--- src/rtl/sc_run_controller.sv ---
// sc_run_controller: program-load / run / halt / single-step controller for a small CPU.
// Owns the CPU reset and advance enable, streams loader words into instruction memory,
// and stops the CPU on a PC breakpoint.
module sc_run_controller (
  input  logic        clock,
  input  logic        resetn,
  input  logic        load_start,
  input  logic        load_valid,
  input  logic [31:0] load_data,
  input  logic        load_last,
  output logic        load_ready,
  input  logic        run_req,
  input  logic        halt_req,
  input  logic        step_req,
  input  logic        abort_req,
  input  logic        bp_en,
  input  logic [31:0] bp_addr,
  input  logic [31:0] pc,
  output logic        cpu_resetn,
  output logic        cpu_clk_en,
  output logic        imem_we,
  output logic [5:0]  imem_waddr,
  output logic [31:0] imem_wdata,
  output logic [1:0]  state,
  output logic [31:0] cycle_count,
  output logic        bp_hit
);

  localparam int unsigned DATA_W = 32;
  localparam int unsigned ADDR_W = 6;

  localparam logic [1:0] ST_IDLE = 2'b00;
  localparam logic [1:0] ST_LOAD = 2'b01;
  localparam logic [1:0] ST_RUN  = 2'b10;
  localparam logic [1:0] ST_HALT = 2'b11;

  logic [ADDR_W-1:0] load_ptr;
  logic              skip;
  logic              step_flag;
  logic              bp_match;

  logic [1:0]        state_nxt;
  logic [ADDR_W-1:0] load_ptr_nxt;
  logic              skip_nxt;
  logic              step_flag_nxt;
  logic              load_ready_nxt;
  logic              cpu_resetn_nxt;
  logic              imem_we_nxt;
  logic [ADDR_W-1:0] imem_waddr_nxt;
  logic [DATA_W-1:0] imem_wdata_nxt;
  logic [DATA_W-1:0] cycle_count_nxt;
  logic              bp_hit_nxt;

  // Breakpoint comparison, masked for the first cycle after resuming from HALT
  always_comb begin
    bp_match = bp_en && (pc == bp_addr) && !skip;
  end

  // CPU advance enable: free-running in RUN unless a breakpoint hits, one step pulse in HALT
  always_comb begin
    cpu_clk_en = 1'b0;
    case (state)
      ST_RUN:  cpu_clk_en = !bp_match;
      ST_HALT: cpu_clk_en = step_flag;
      default: cpu_clk_en = 1'b0;
    endcase
  end

  // Next-state and next-register-value logic; abort always wins over other requests
  always_comb begin
    state_nxt      = state;
    load_ptr_nxt   = load_ptr;
    skip_nxt       = 1'b0;
    step_flag_nxt  = 1'b0;
    imem_we_nxt    = 1'b0;
    imem_waddr_nxt = imem_waddr;
    imem_wdata_nxt = imem_wdata;
    bp_hit_nxt     = bp_hit;
    cycle_count_nxt = (cpu_clk_en && (cycle_count != {DATA_W{1'b1}}))
                      ? cycle_count + DATA_W'(1) : cycle_count;

    case (state)
      ST_IDLE: begin
        if (load_start) begin
          state_nxt    = ST_LOAD;
          load_ptr_nxt = '0;
        end else if (run_req) begin
          state_nxt       = ST_RUN;
          cycle_count_nxt = '0;
          bp_hit_nxt      = 1'b0;
        end
      end
      ST_LOAD: begin
        if (abort_req) begin
          state_nxt = ST_IDLE;
        end else if (load_valid && load_ready) begin
          imem_we_nxt    = 1'b1;
          imem_waddr_nxt = load_ptr;
          imem_wdata_nxt = load_data;
          load_ptr_nxt   = load_ptr + ADDR_W'(1);
          if (load_last) state_nxt = ST_IDLE;
        end
      end
      ST_RUN: begin
        if (abort_req) begin
          state_nxt = ST_IDLE;
        end else if (halt_req) begin
          state_nxt = ST_HALT;
        end else if (bp_match) begin
          state_nxt  = ST_HALT;
          bp_hit_nxt = 1'b1;
        end
      end
      ST_HALT: begin
        if (abort_req) begin
          state_nxt = ST_IDLE;
        end else if (run_req) begin
          state_nxt  = ST_RUN;
          skip_nxt   = 1'b1;
          bp_hit_nxt = 1'b0;
        end else if (step_req) begin
          step_flag_nxt = 1'b1;
        end
      end
      default: state_nxt = ST_IDLE;
    endcase

    load_ready_nxt = (state_nxt == ST_LOAD);
    cpu_resetn_nxt = (state_nxt == ST_RUN) || (state_nxt == ST_HALT);
  end

  // State and output registers
  always_ff @(posedge clock or negedge resetn) begin
    if (!resetn) begin
      state       <= ST_IDLE;
      load_ptr    <= '0;
      skip        <= 1'b0;
      step_flag   <= 1'b0;
      load_ready  <= 1'b0;
      cpu_resetn  <= 1'b0;
      imem_we     <= 1'b0;
      imem_waddr  <= '0;
      imem_wdata  <= '0;
      cycle_count <= '0;
      bp_hit      <= 1'b0;
    end else begin
      state       <= state_nxt;
      load_ptr    <= load_ptr_nxt;
      skip        <= skip_nxt;
      step_flag   <= step_flag_nxt;
      load_ready  <= load_ready_nxt;
      cpu_resetn  <= cpu_resetn_nxt;
      imem_we     <= imem_we_nxt;
      imem_waddr  <= imem_waddr_nxt;
      imem_wdata  <= imem_wdata_nxt;
      cycle_count <= cycle_count_nxt;
      bp_hit      <= bp_hit_nxt;
    end
  end

endmodule
--- config.mk ---
export PLATFORM = sky130hd
export DESIGN_NAME = sc_run_controller
export DESIGN_NICKNAME = d
export VERILOG_FILES = /design/src/rtl/sc_run_controller.sv
export SDC_FILE = /design/constraint.sdc
export NUM_CORES = 1
export LEC_CHECK = 0
export ABC_AREA = 1
export CELL_PAD_IN_SITES_DETAIL_PLACEMENT = 1
export CELL_PAD_IN_SITES_GLOBAL_PLACEMENT = 1
export CORE_AREA = 2 2 129 131
export DETAILED_ROUTE_END_ITERATION = 12
export DIE_AREA = 0 0 131 133
export GPL_ROUTABILITY_DRIVEN = 1
export GPL_TIMING_DRIVEN = 0
export PLACE_DENSITY_LB_ADDON = 0.1
export SYNTH_ARGS = -nofsm -noshare
export SYNTH_HDL_FRONTEND = slang
export SYNTH_SLANG_ARGS = --single-unit
--- constraint.sdc ---
create_clock -name clock -period 2.6 [get_ports clock]
set_input_delay 0.39 -clock clock [delete_from_list [all_inputs] [get_ports clock]]
set_output_delay 0.39 -clock clock [all_outputs]
set_load 0.1 [all_outputs]
==> flow_summary_export.csv, run 1 <==
group,metric,value,unit
placement,hpwl,13.0,mm
sta,hold_slack,0.482,ns
pwr,pwr_density_cell,984,nW/µm²
route,drt-pass1-iter-count,4,
pwr,p_int,3.35,mW
worst_setup_path,cpLargestDelayFamily,"buffers and inverters",
sta,finClkSkew,0.0127,ns
grt,first_global_vias,5549,
sta,post-route-period-util,94.5,%
route,routed-via-count,5093,
clocking,cts_tree,"yes",
grt,grt_pass1_wl,27.4,mm
sta,hold_viol_final,0,
grt,grt_util_met1,23.4,%
worst_setup_path,critPathBufInv,1,
cells_and_area,layout-drive-gt1-share,8.71,%
route,drt_wl_total,16.4,mm
sta,min_period,2.46,ns
placement,pre_cts_slack,-0.913,ns
cells_and_area,final_util,45.6,%
cells_and_area,syn_to_final_growth,50.3,%
logic_synthesis,syn_nets,804,
cells_and_area,fillers,1984,
worst_setup_path,crit_path_end_kind,"output port",
worst_setup_path,crit_arrival,2.07,ns
sta,fin_tns_setup,0,ns
die,dieHeight,133,µm
cells_and_area,final_nets,999,
worst_setup_path,worst_ep_required_time,2.21,ns
cells_and_area,fin_cells,1116,
worst_setup_path,worstPathCellList,"clkdlybuf4s50_1",
pwr,ir_worst_vdd,1040,µV
logic_synthesis,ys_warn_count,0,
route,vias_per_cell,4.56,
route,ant_nets,0,
sta,slew_violations,0,
worst_setup_path,startpoint_type,"flop",
die,io_pins,183,
logic_synthesis,synth.distinct_cells,37,
die,initial_core_util,30.4,%
cells_and_area,fin_area,7380,µm²
logic_synthesis,ys_seq_area_share,42.3,%
clocking,clk_pin_slew,0.06,ns
grt,met3_usage,5.82,%
placement,place_congestion,0.829,
placement,place_inst,1099,
sta,relSlewSlack,30.9,%
grt,grt_busiest_layer,"met2",
logic_synthesis,syn_inst,696,
placement,portBuffers,182,
worst_setup_path,path_class,"flop to output port",
clocking,post-cts-setup-buffer-count,0,
grt,grt_use_met2,34.3,%
sta,rsz0062_at_grt,"no",
die,rows,47,
pwr,power,7.26,mW
worst_setup_path,crit_fanout,6,
pwr,switching_power,3.91,mW
clocking,cts_sinks,83,
grt,antenna_found_initial,0,
logic_synthesis,syn_area,4910,µm²
pwr,pwr-share-comb,55.9,%
logic_synthesis,synth_top_area_share,42.3,%
clocking,clk_latency,0.35,ns
pwr,p_leak,3.48,nW
logic_synthesis,synthTopCellsByArea,"dfrtp_1, nand2_1, inv_1",
grt,gr-total-overflow,0,
worst_hold_path,min_path_type,"flop to flop",
clocking,cts_buffer_depth,2,
sta,max_freq,407,MHz
worst_setup_path,max_stage_delay,1.21,ns
cells_and_area,diodes,0,
grt,grt_max_degree,62,
logic_synthesis,ys_seq_elements,83,
route,drt-initial-drc-count,104,
run_status,outcome,"finished, final reports clean",
die,design.die.area,17400,µm²
sta,finalSetupViolations,0,
pwr,seqPwrFrac,25.4,%
die,core,16200,µm²
logic_synthesis,yosysTopAreaCell,"dfrtp_1",
route,drc_errors,0,
pwr,switching_share,53.8,%
sta,tightest_slew,1.03,ns
pwr,power_frac_clock,18.7,%
grt,grtUsageTotal,19.8,%
clocking,h-tree-depth,3,
clocking,cts_buffers,9,
die,die_w,131,µm
sta,layout_setup_ws,0.144,ns
route,wl_per_cell,14.7,µm
placement,placed_cell_area,7040,µm²
clocking,cts_root_buffer,"clkbuf_16",
job,cap_violations,0,
logic_synthesis,syn_avg_cell_area,7.06,µm²
worst_setup_path,cp_slowest_cell,"clkdlybuf4s50_1",
cell usage after synthesis:
cell      number
a21oi_1       12
ha_1           2
inv_1        101
o21bai_1       4
nand3b_1       1
nor2_4         2
o21ai_0       15
nand4_1        7
nor3_1        21
buf_6          4
nand2_8        1
nor4_1         6
nand2_4        1
buf_4          1
nand3_4        1
nand2_2       12
a21boi_0       1
xor2_1        13
a21oi_2        9
o22ai_1        2
clkinv_1       1
o21ai_1        3
dfrtp_1       83
nand4_2        1
nor2_1        57
nor3_4         1
buf_2          1
or2_1          2
nand2_1      252
inv_2          6
or2_2         12
o31ai_1        4
nor3_2         1
clkbuf_1       9
nor2_2         2
nand3_1       38
xnor2_1        7
power by group through the flow:
stage / registers, mW / clock network (mW) / logic (mW)
floorplan: 4.08 / 0 / 0.716
global placement: 1.84 / 0 / 4.02
detailed placement: 1.86 / 0 / 4.07
CTS: 1.85 / 1.41 / 4.09
global route: 1.89 / 1.45 / 4.27
finish: 1.85 / 1.36 / 4.06
sequential cells by signal, indices dropped and copies added (netlist names):
name,flops
imem_wdata,32
imem_we,1
bp_hit,1
skip,1
cpu_resetn,1
state,1
imem_waddr,6
step_flag,1
load_ready,1
cycle_count,32
load_ptr,6
repair_timing:
item | in CTS | in global routing
pin swaps | 0 | 2
cloned | 0 | 0
resized for setup | 8 | 6
hold endpoints to repair | 22 | 0
hold buffers | 1 | 0
endpoints found under the setup margin | 1 | 1
worst paths after layout:
| path | end | start | slack (ns) | depth (start not counted) |
|---|---|---|---|---|
| worst min-delay path | imem_wdata[3] | imem_wdata[3] | 0.48 | 2 |
| worst max register to register | cycle_count[29] | cycle_count[0] | 0.30 | 13 |
| worst min register to register | imem_wdata[3] | imem_wdata[3] | 0.48 | 2 |
| max in group asynchronous | imem_wdata[2] | resetn | 1.46 | 3 |
| worst max-delay path | cycle_count[27] | cycle_count[27] | 0.14 | 1 |
| min in group asynchronous | cycle_count[31] | resetn | 0.51 | 2 |
metal layers:
layer	vias to the layer above	wire length, µm
met5	-	0
met4	0	261
met3	17	1270
met2	138	7960
met1	2404	6920
li1	2534	-
cells in the final DEF (no fill, tap or decap), types with 2 or more instances in the layout:
master and n:
clkbuf_1 9, dfrtp_1 81, nand3_1 37, inv_1 101, xor2_1 13, ha_1 2
o21ai_1 3, xnor2_1 7, a21oi_2 9, buf_6 5, inv_6 2, a21oi_1 12
or2_1 2, nand2_2 12, dfrtp_2 2, nand2_4 2, inv_2 6, buf_4 2
o31ai_1 4, nor3_1 21, nand4_1 7, or2_2 12, o21bai_1 4, nor2_1 57
clkdlybuf4s50_1 180, o22ai_1 2, nand2_1 251, nor4_1 6, nor2_4 2, o21ai_0 15
clkinv_4 2, nor2_2 2, clkbuf_16 9
layout make-up:
cell class | count | area (µm²) | share of cell area (%)
plain buffers | 15 | 97.6 | 1.32
clock buffers | 10 | 239 | 3.24
clock inverters | 6 | 72.6 | 0.983
inverters | 108 | 405 | 5.49
multi-input cells | 490 | 2350 | 31.8
flip-flops and latches | 83 | 2080 | 28.2
well taps | 220 | 275 | 3.73
repair buffers | 184 | 1860 | 25.2
logic make-up after synthesis:
group	synth area share [%]
AOI/OAI and AO/OA	6.29
buffers and inverters	10.1
and+or+nand+nor	37.2
adders and majority gates	0.509
DFF	42.3
xor gates and xnor gates	3.57
No activity file was read; power rests on OpenSTA's default activity.
==> run 2, diff against run 1 <==
Settings changed: CAP_MARGIN from default to 20, CORE_AREA 2 2 129 131 to 2 2 110 154, DIE_AREA 0 0 131 133 to 0 0 112 156.
==> flow_summary_export.csv, run 2 (synthesis gave the netlist of run 1 again) <==
group,metric,value,unit
cells_and_area,reg_top3,"cycle_count: 32 flops, imem_wdata: 32 flops",
route,routed-via-count,5149,
grt,grt_max_degree,65,
sta,slew_violations,0,
cells_and_area,final_nets,999,
clocking,cts_buffers,9,
route,wl_per_cell,15.1,µm
route,vias_per_cell,4.70,
grt,grtUsageTotal,19.4,%
cells_and_area,fin_cells,1095,
worst_setup_path,path_class,"primary input to output port",
pwr,ir_worst_vdd,757,µV
cells_and_area,layout-drive-gt1-share,8.82,%
clocking,clk_latency,0.35,ns
grt,antenna_found_initial,0,
route,drt-pass1-iter-count,4,
worst_setup_path,worst_ep_required_time,2.21,ns
die,design.die.area,17500,µm²
placement,place_inst,1078,
clocking,clk_pin_slew,0.06,ns
pwr,pwr_density_cell,985,nW/µm²
job,cap_violations,0,
sta,rsz0062_at_grt,"no",
sta,tightest_slew,1.03,ns
die,core,16100,µm²
sta,min_period,2.45,ns
placement,placed_cell_area,7010,µm²
die,io_pins,183,
cells_and_area,final_util,45.7,%
die,rows,55,
clocking,post-cts-setup-buffer-count,0,
worst_setup_path,rrSetupSlack,0.31,ns
die,die_w,112,µm
sta,finalSetupViolations,0,
route,ant_nets,0,
clocking,cts_root_buffer,"clkbuf_16",
cells_and_area,seq_area,2080,µm²
cells_and_area,layout_commonest_cell,"nand2_1",
clocking,h-tree-depth,3,
cells_and_area,fin_area,7350,µm²
placement,hpwl,13.2,mm
cells_and_area,fillers,2019,
placement,portBuffers,182,
clocking,cts_tree,"yes",
worst_setup_path,r2r-end,"cycle_count[26]",
placement,place_congestion,0.849,
sta,finClkSkew,0.00608,ns
pwr,power,7.25,mW
worst_setup_path,crit_arrival,2.06,ns
grt,grt_pass1_wl,27.4,mm
cells_and_area,syn_to_final_growth,49.7,%
clocking,cts_buffer_depth,2,
route,drt_wl_total,16.5,mm
grt,gr-total-overflow,0,
route,drt-initial-drc-count,136,
worst_setup_path,startpoint_type,"primary input",
worst_setup_path,reg2regPathDepth,13,
route,drc_errors,0,
cells_and_area,multi_input_area,2350,µm²
worst_setup_path,worstReg2RegStart,"cycle_count[0]",
clocking,cts_sinks,83,
die,initial_core_util,30.5,%
run_status,outcome,"finished, final reports clean",
die,dieHeight,156,µm
pwr,p_leak,3.47,nW
cells_and_area,diodes,0,
worst_setup_path,crit_fanout,10,
worst_setup_path,crit_path_end_kind,"output port",
sta,max_freq,408,MHz
worst_hold_path,min_path_type,"primary input to asynchronous set/reset pin",
grt,first_global_vias,5692,
cells_and_area,final_cell_mix,"nand2_1, clkdlybuf4s50_1, inv_1, dfrtp_1, nor2_1",
sta,hold_viol_final,0,
sta,post-route-period-util,94.3,%
sta,relSlewSlack,31.1,%
[run 2: layout make-up]
type	instances	area share [%]
well taps	199	3.39
flip-flops and latches	83	28.3
repair buffers	184	25.3
inverters	108	5.51
plain buffers	15	1.33
multi-input cells	490	32.0
clock buffers	9	3.06
clock inverters	7	1.11
[run 2: per-layer routing]
layer | vias to the layer above | GRT usage [%] | share of wire, %
met5 | - | 0 | 0
met1 | 2462 | 19.1 | 37
met3 | 31 | 4.35 | 4.8
met2 | 127 | 38.7 | 55
li1 | 2529 | - | -
met4 | 0 | 7.55 | 3.0
[run 2: stage by stage]
step                      worst slack (ns)  hold slack, ns  TNS [ns]
after CTS                          0.00219           0.485         0
after floorplan                     0.0715          0.0944         0
final                                0.149           0.478         0
after detailed placement            -0.906           0.309    -0.906
after global routing                0.0212           0.507         0
after global placement               -2.50           0.463   -180.22
[run 2: where the power goes]
part           internal, mW  leakage (nW)  switching, mW  total, mW
clock network         0.759         0.141          0.592       1.35
registers              1.62          1.11          0.220       1.84
logic                 0.956          2.22           3.10       4.06
[run 2: critical path, stage by stage]
cell             delay (ns)
clkdlybuf4s50_1        0.50
inv_1                  0.04
a21boi_0               0.16
nand2_1                0.09
nor2_1                 0.09
nand2_1                0.06
nor2_1                 0.11
nand3_2                0.10
nand2_2                0.12
nand2_4                0.08
buf_6                  0.15
buf_8                  0.17
[run 2: what timing repair did]
item / in CTS / in global routing
pin swaps: 0 / 2
hold buffers: 1 / 0
endpoints found under the setup margin: 1 / 1
resized for setup: 8 / 7
endpoints found under the hold margin: 19 / 0
[run 2: worst max path at each step]
stage                startpoint              end
detailed placement  bp_addr[21]       cpu_clk_en
floorplan            cpu_resetn  cycle_count[16]
finish              bp_addr[31]       cpu_clk_en
global route        bp_addr[31]       cpu_clk_en
global placement         resetn   cycle_count[1]
CTS                 bp_addr[31]       cpu_clk_en
==> patch: new RTL, settings of run 1 <==
Make the reset (`resetn`) synchronous in one clocked block.
--- a/src/rtl/sc_run_controller.sv
+++ b/src/rtl/sc_run_controller.sv
@@ -132,3 +132,3 @@
   // State and output registers
-  always_ff @(posedge clock or negedge resetn) begin
+  always_ff @(posedge clock) begin
     if (!resetn) begin
Function: differs if resetn is asserted again (counterexample within 4 cycles, from zero or initial values and one cycle with resetn low); with resetn held inactive, the same outputs for 4 cycles.
==> patch against run 1 <==
- area after synthesis is 6.8% lower
- synthesized cell count is 1.7% higher
- sequential cell count stayed put
- design area is 5.3% lower
- global-route usage is 1.0 points lower
- routed wire length is 3.0% lower
- via count is 0.92% higher
- worst setup slack better by 0.015 ns
- critical path type unchanged
Power is not compared: it rests on default switching activity, and its combinational part moved more than twofold at a synthesized area within 25%.
==> patch: results (changes against run 1) <==
- Xor and xnor fraction of the mapped netlist area: 6.885% (+3.3 points)
- Setup violators final: 0 (unchanged)
- FMAX: 409.6 MHz (+0.61%)
- Global-route wire length before repair: 26,240 um (-4.3%)
- Sequential element share of the synthesized area: 36.28% (-6.0 points)
- Layout fillers: 2,051 (+3.4%)
- CTS H-Tree Depth: 3 (unchanged)
- Final net count: 1,008 (+0.90%)
- Synth Area in Compound Gates: 10.19% (+3.9 points)
- Worst Path Arrival: 2.05 ns (-0.02 ns)
- Async S/R FF share, synth: 0% (-100 points)
- Synth area leaders: dfxtp_1 (36%), nand2_1 (12%), nor2_1 (10%), inv_1 (7.6%), nand3_1 (5.1%)
- Layout cells sized above 1: 5.525% (-3.2 points)
- Placed Cells: 1,110 (+1.0%)
- Seq pwr: about 0.0013 W
- Total number of vias: 5,140 (+0.92%)
- Post-Syn Instances: 708 (+1.7%)
- Post-DP HPWL: 12,880 um (-0.71%)
- Top FF cell, synth: dfxtp_1
- Placed cell areas: 6680 um^2 (-5.1%)
- Total track usage: 18.75% (-1.0 points)
- Netlist cell types: 30 (-19%)
- Post-CTS setup buffer count: 0 (unchanged)
- Status: completed
- Reg2reg setup slack: 0.45 ns (+0.15 ns)
- 1st-pass router iterations: 4 (unchanged)
- RePlAce Congestion: 0.8710 (+5.1%)
- Worst setup endpoint: cycle_count[5]
- Worst slack at placement: -1.157 ns (-0.2440 ns)
- Non-filler instance count after layout: 1,125 (+0.81%)
- Reg2reg path depth: 11 (-2)
- Worst Skew: 0.01006 ns (-0.002615 ns)
- Synth cell count leaders: nand2_1 (152), nor2_1 (124), inv_1 (93), dfxtp_1 (83)
- Synthesized Nets: 816 (+1.5%)
- Worst slew pin tran: 1.030 ns (-0.003048 ns)
- Largest net degree at the start of global routing: 20 (-68%)
- Detailed Route Iter0 Violations: 155 (+49%)
- Critical R2R Capture: cycle_count[12]$_SDFF_PN0_
- Synthesized-area fraction occupied by adder cells: 0.5464% (+0.037 points)
- Setup crit start: cycle_count[5]$_SDFF_PN0_
- Avg WL per Cell: 14.15 um (-3.8%)
- Worst r2r src: cycle_count[1]$_SDFF_PN0_
- Via count of the first global-routing pass: 5,516 (-0.59%)
- Worst min-delay path category: flop to flop
- CP peak stage delay: 1.24 ns (+0.03 ns)
- Sw Share: around 29%
[patch: changes by cell type after synthesis, moves of 12 or more]
cell / delta
nor2_1: +67
o21ai_0: +32
or2_2: -12
a21oi_1: +30
nand2_1: -100
dfxtp_1: +83
dfrtp_1: -83
[patch: per-layer routing]
| layer | vias up | track usage (%) | share of wire, % |
|---|---|---|---|
| met5 | - | 0 | 0 |
| met3 | 21 | 4.933 | 6.4 |
| met1 | 2370 | 21.07 | 41 |
| met4 | 0 | 5.142 | 1.8 |
| li1 | 2612 | - | - |
| met2 | 137 | 34.37 | 51 |
[patch: repair_timing]
action / in CTS / in global routing
gates resized for setup: 11 / 5
pin swaps: 0 / 2
endpoints found under the hold margin: 0 / 0
setup endpoints to repair: 1 / 1
[patch: how the worst min path moves through the flow]
stage | startpoint | depth (start not counted) | slack, ns | end
global route | load_ptr[5]$_SDFFE_PN0P_ | 2 | 0.54 | imem_waddr[5]$_SDFFE_PN0P_
floorplan | load_ptr[5]$_SDFFE_PN0P_ | 2 | 0.44 | imem_waddr[5]$_SDFFE_PN0P_
CTS | bp_hit$_SDFFE_PN0P_ | 2 | 0.48 | bp_hit$_SDFFE_PN0P_
detailed placement | bp_hit$_SDFFE_PN0P_ | 2 | 0.47 | bp_hit$_SDFFE_PN0P_
global placement | bp_hit$_SDFFE_PN0P_ | 2 | 0.45 | bp_hit$_SDFFE_PN0P_
finish | bp_hit$_SDFFE_PN0P_ | 2 | 0.48 | bp_hit$_SDFFE_PN0P_
[patch: final cells by class]
cell class,count,area (um^2),area share (%)
inverter,96,360.3,5.155
multi-input combinational,505,2456,35.14
buffer,23,121.4,1.736
tap,220,275.3,3.938
sequential,83,1665,23.82
timing repair buffer,182,1827,26.13
clock buffer,10,239.0,3.419
clock inverter,6,46.29,0.6623
